## config.mk

```make
export PLATFORM = sky130hd
export DESIGN_NAME = mmu_seq_ctrl
export DESIGN_NICKNAME = d
export VERILOG_FILES = /design/src/rtl/mmu_seq_ctrl.sv
export SDC_FILE = /design/constraint.sdc
export NUM_CORES = 1
export LEC_CHECK = 0
export BUFFER_PORTS_ARGS = -buffer_cell sky130_fd_sc_hd__buf_2
export CORE_MARGIN = 2
export CORE_UTILIZATION = 47
export CTS_BUF_LIST = sky130_fd_sc_hd__clkbuf_16
export DETAILED_ROUTE_END_ITERATION = 10
export PLACE_DENSITY_LB_ADDON = 0.15
export SYNTH_ARGS = -nofsm -noshare
export SYNTH_HDL_FRONTEND = slang
export SYNTH_SLANG_ARGS = --single-unit
```

## constraint.sdc

```tcl
create_clock -name clk -period 1.5 [get_ports clk]
set_clock_uncertainty 0.15 [all_clocks]
set_input_delay 0.075 -clock clk [delete_from_list [all_inputs] [get_ports clk]]
set_output_delay 0.075 -clock clk [all_outputs]
set_load 0.01 [all_outputs]
```

## src/rtl/mmu_seq_ctrl.sv

```systemverilog
// Phase controller for the systolic MMU array: weight load, input feed and drain,
// with a delay line that turns feed strobes into result-buffer write strobes.
module mmu_seq_ctrl #(
  parameter int ARRAY_SIZE = 4,
  parameter int ROW_NUM    = 8,
  localparam int LAT = 2 * ARRAY_SIZE - 1,
  localparam int WW  = (ARRAY_SIZE > 1) ? $clog2(ARRAY_SIZE) : 1,
  localparam int RW  = (ROW_NUM > 1) ? $clog2(ROW_NUM) : 1
) (
  input  logic          clk,
  input  logic          rst_n,
  input  logic          start_i,
  input  logic          stall_i,
  output logic          busy_o,
  output logic          w_load_o,
  output logic [WW-1:0] w_idx_o,
  output logic          feed_en_o,
  output logic [RW-1:0] in_addr_o,
  output logic          out_valid_o,
  output logic [RW-1:0] out_addr_o,
  output logic          done_o
);

  localparam logic [WW-1:0] W_LAST = WW'(ARRAY_SIZE - 1);
  localparam logic [WW-1:0] W_ONE  = WW'(1);
  localparam logic [RW-1:0] R_LAST = RW'(ROW_NUM - 1);
  localparam logic [RW-1:0] R_ONE  = RW'(1);

  typedef enum logic [2:0] {
    IDLE  = 3'd0,
    WLOAD = 3'd1,
    FEED  = 3'd2,
    DRAIN = 3'd3,
    DONE  = 3'd4
  } state_e;

  state_e         state_q, state_d;
  logic [WW-1:0]  wcnt_q, wcnt_d;
  logic [RW-1:0]  icnt_q, icnt_d;
  logic [RW-1:0]  ocnt_q, ocnt_d;
  logic [LAT-1:0] dly_q, dly_d;
  logic           hold;
  logic           ovalid;

  // Stall only freezes the three working phases; IDLE and DONE ignore it.
  assign hold   = stall_i && ((state_q == WLOAD) || (state_q == FEED) || (state_q == DRAIN));
  assign ovalid = dly_q[LAT-1] && !hold;

  // State, counters and delay line registers.
  always_ff @(posedge clk) begin
    if (!rst_n) begin
      state_q <= IDLE;
      wcnt_q  <= {WW{1'b0}};
      icnt_q  <= {RW{1'b0}};
      ocnt_q  <= {RW{1'b0}};
      dly_q   <= {LAT{1'b0}};
    end else begin
      state_q <= state_d;
      wcnt_q  <= wcnt_d;
      icnt_q  <= icnt_d;
      ocnt_q  <= ocnt_d;
      dly_q   <= dly_d;
    end
  end

  // Next-state logic.
  always_comb begin
    state_d = state_q;
    case (state_q)
      IDLE: begin
        if (start_i) state_d = WLOAD;
        else         state_d = IDLE;
      end
      WLOAD: begin
        if (!stall_i && (wcnt_q == W_LAST)) state_d = FEED;
        else                                state_d = WLOAD;
      end
      FEED: begin
        if (!stall_i && (icnt_q == R_LAST)) state_d = DRAIN;
        else                                state_d = FEED;
      end
      DRAIN: begin
        if (ovalid && (ocnt_q == R_LAST)) state_d = DONE;
        else                              state_d = DRAIN;
      end
      DONE:    state_d = IDLE;
      default: state_d = IDLE;
    endcase
  end

  // Counter and delay-line next values.
  always_comb begin
    wcnt_d = {WW{1'b0}};
    icnt_d = {RW{1'b0}};
    ocnt_d = ocnt_q;
    dly_d  = dly_q;
    if (state_q == WLOAD) begin
      if (stall_i)                 wcnt_d = wcnt_q;
      else if (wcnt_q == W_LAST)   wcnt_d = {WW{1'b0}};
      else                         wcnt_d = wcnt_q + W_ONE;
    end else begin
      wcnt_d = {WW{1'b0}};
    end
    if (state_q == FEED) begin
      if (stall_i)                 icnt_d = icnt_q;
      else if (icnt_q == R_LAST)   icnt_d = {RW{1'b0}};
      else                         icnt_d = icnt_q + R_ONE;
    end else begin
      icnt_d = {RW{1'b0}};
    end
    if (state_q == IDLE)           ocnt_d = {RW{1'b0}};
    else if (ovalid) begin
      if (ocnt_q == R_LAST)        ocnt_d = {RW{1'b0}};
      else                         ocnt_d = ocnt_q + R_ONE;
    end else begin
      ocnt_d = ocnt_q;
    end
    if (hold) begin
      dly_d = dly_q;
    end else begin
      dly_d[0] = feed_en_o;
      for (int i = 1; i < LAT; i++) dly_d[i] = dly_q[i-1];
    end
  end

  // Output decode.
  always_comb begin
    busy_o      = 1'b1;
    w_load_o    = 1'b0;
    w_idx_o     = {WW{1'b0}};
    feed_en_o   = 1'b0;
    in_addr_o   = {RW{1'b0}};
    out_valid_o = 1'b0;
    out_addr_o  = ocnt_q;
    done_o      = 1'b0;
    case (state_q)
      IDLE: busy_o = 1'b0;
      WLOAD: begin
        w_load_o = !stall_i;
        w_idx_o  = wcnt_q;
      end
      FEED: begin
        feed_en_o   = !stall_i;
        in_addr_o   = icnt_q;
        out_valid_o = ovalid;
      end
      DRAIN: out_valid_o = ovalid;
      DONE:  done_o = 1'b1;
      default: begin
        busy_o     = 1'b0;
        out_addr_o = {RW{1'b0}};
      end
    endcase
  end

endmodule
```

==> results.sh <==
export IMPL_start_util_pct=51.4
export IMPL_die_x_um=47.9
export IMPL_fin_crit_ns=1.44
export IMPL_critPathTopFamily="simple AND/OR/NAND/NOR gates"
export IMPL_worst_pin_slew_ns=0.432
export IMPL_core_area_um2=1760
export IMPL_die_y_um=47.9
export IMPL_die_area_um2=2300
export IMPL_max_freq_mhz=695
export IMPL_worstSkewPairLatency_ns=0.24
export IMPL_worstPathCellList="nand2b_1, nor2_2, and2_1, buf_2"
export IMPL_synth_simple_area_share_pct=32.6
export IMPL_setup_viol_count_final=0
export IMPL_relSlewSlack_pct=71.0
export IMPL_hpwl_mm=1.23
export IMPL_ys_ff_latch=18
export IMPL_synth_compound_area_share_pct=8.14
export IMPL_io_pins=17
export IMPL_clockBufferDepth=2
export IMPL_slowest_delay_ns=0.35
export IMPL_ir_drop_v=0.000580
export IMPL_status="complete, no violations"
export IMPL_cts_sinks=18
export IMPL_vias_per_cell=5.08
export IMPL_grt_overflow_total=0
export IMPL_gr_usage_met2_pct=28.0
export IMPL_dp_cells=139
export IMPL_async_flop_share_pct=0
export IMPL_p_per_area_nw_per_um2=943
export IMPL_gr_usage_met1_pct=20.8
export IMPL_cap_violations=0
export IMPL_grt_pass1_vias=641
export IMPL_cts_root_buf="clkbuf_16"
export IMPL_drt_initial_drc_count=6
export IMPL_syn_avg_cell_area_um2=9.26
export IMPL_yosys_warnings=0
export IMPL_antenna_found_initial=0
export IMPL_netlist_area_um2=907
export IMPL_cp_start_kind="flop"
export IMPL_routed_wl_mm=1.73
export IMPL_cp_max_fo=6
export IMPL_fp_row_count=15
export IMPL_top_usage_layer="met2"
export IMPL_synthesis_nets=107
export IMPL_worst_path_buf_inv=1
export IMPL_drc=0
export IMPL_cts_hold_buf=0
export IMPL_synth_cell_type_count=30
export IMPL_fin_util_pct=64.4
export IMPL_hold_viol=0
export IMPL_use_met3_pct=3.40
export IMPL_synthMuxAreaShare_pct=9.93
export IMPL_drv_slew=0
export IMPL_crit_arrival_ns=1.21
export IMPL_layout_nets=128
export IMPL_fin_cells=143
export IMPL_synth_cells=98
export IMPL_globalplace_congestion=0.751
export IMPL_cts_made_buffers=3
export IMPL_cts_htree_levels=1
export IMPL_cp_end_kind="output pin"
export IMPL_detail_route_antenna_nets=0
export IMPL_detail_route_wl_per_cell_um=12.1
export IMPL_n_fill_cell=173
export IMPL_synth_xor_area_share_pct=0.966
export IMPL_period_share_pct=96.0
export IMPL_synth_edf_count=0
export IMPL_synthFlopType="dfxtp_1"
export IMPL_io_buffers=16
export IMPL_tritoncts="yes"
export IMPL_crit_required_ns=1.27
export IMPL_hp_class="in -> reg"
export IMPL_ys_seq_area_share_pct=39.7
export IMPL_synth_fa_ha_area_share_pct=6.90
export IMPL_routed_via_count=727
export IMPL_crit_type="reg -> out"
export IMPL_crit_slowest_cell="dfxtp_2"
export IMPL_grt_usage_pct=16.7
export IMPL_area_growth_pct=25.2
export IMPL_layout_drive_gt1_share_pct=28.0
export IMPL_dr_pass1_iters=3
export IMPL_insertedDiodeCount=0
export IMPL_p_leak_nw=0.486
export IMPL_grt_pass1_wl_mm=2.68
export IMPL_grt_start_max_net_pins=14
export IMPL_clk_pin_slew_ns=0.05
export IMPL_synth_top_family_by_area="simple AND/OR/NAND/NOR gates"
report_power, final:
group / switching (mW) / internal, mW
registers: 0.00504 / 0.481
logic: 0.0344 / 0.0280
clock network: 0.170 / 0.354
total: 0.209 / 0.863
registers in the layout, indices dropped and copies added (netlist names):
register / count
state_q: 3
wcnt_q: 2
dly_q: 7
icnt_q: 3
ocnt_q: 3
per-stage QoR:
step | hold WS (ns) | TNS (ns) | power [mW] | setup slack (ns) | area, µm²
after floorplan | 0.0413 | 0 | 0.540 | 0.109 | 907
after global placement | 0.279 | 0 | 0.558 | 0.0651 | 1030
after detailed placement | 0.271 | 0 | 0.559 | 0.0101 | 1030
after CTS | 0.0142 | 0 | 1.09 | 0.00940 | 1120
after global routing | 0.0385 | -0.0163 | 1.11 | -0.00869 | 1140
final | 0.0175 | 0 | 1.07 | 0.0603 | 1140
final timing paths:
path,start,to,slack [ns],depth (start not counted)
setup / recovery,state_q[0]$_SDFF_PN0_,in_addr_o[0],0.06,4
hold reg to reg,ocnt_q[1]$_SDFFE_PP0N_,ocnt_q[1]$_SDFFE_PP0N_,0.32,2
setup reg to reg,ocnt_q[0]$_SDFFE_PP0N_,ocnt_q[1]$_SDFFE_PP0N_,0.08,4
hold / removal,start_i,state_q[0]$_SDFF_PN0_,0.02,3
metal layers:
metal  vias to the layer above  part of all wire, %
met5                         -                    0
met4                         0                 0.58
met1                       329                   49
met3                         2                  3.1
met2                        14                   47
li1                        382                    -
worst min-delay path, delay by kind of cell:
family          cells  cell delay, ns
compound gates      2            0.22
buf+inv             1            0.08
cell usage in the layout (no fill, tap or decap), types with 2 or more instances in the layout:
cell       instances
a21oi_1            5
nor3_1             2
a31oi_1            2
clkbuf_16          3
nor2b_1            8
nor2_4             2
nor2_1             8
dfxtp_1           16
buf_2             16
nand2_1            5
and3_1             2
buf_4              4
and2_1             7
mux2i_1            9
nand2b_1           3
nor2_2             2
ha_1               3
nand3b_1           2
Yosys cell counts (3+ instances only):
master	number	area (µm²)
dfxtp_1	18	360
nor2_1	10	37.5
mux2i_1	9	90.1
nor2b_1	8	50.1
and2_1	7	43.8
a21oi_1	5	25.0
ha_1	5	62.6
nand2_1	5	18.8
clkbuf_1	3	11.3
nand2b_1	3	18.8
layout make-up:
type	instances	area (µm²)	share of cell area, %
multi-input cells	76	551	48.5
repair buffers	20	110	9.69
well taps	25	31.3	2.75
flip-flops and latches	18	365	32.2
clock buffers	3	75.1	6.61
clock inverters	1	3.75	0.330
repair_timing:
item	in CTS	in global routing
resized for setup	3	6
setup buffers	0	0
pin swaps	0	0
setup endpoints to repair	5	10
cloned	0	0
logic make-up after synthesis:
family | after synthesis
buffers and inverters | 4
adders and majority gates | 5
xor gates and xnor gates | 1
AOI/OAI and AO/OA | 12
and+or+nand+nor | 49
DFF | 18
muxes | 9
No activity file was read; power rests on OpenSTA's default activity.
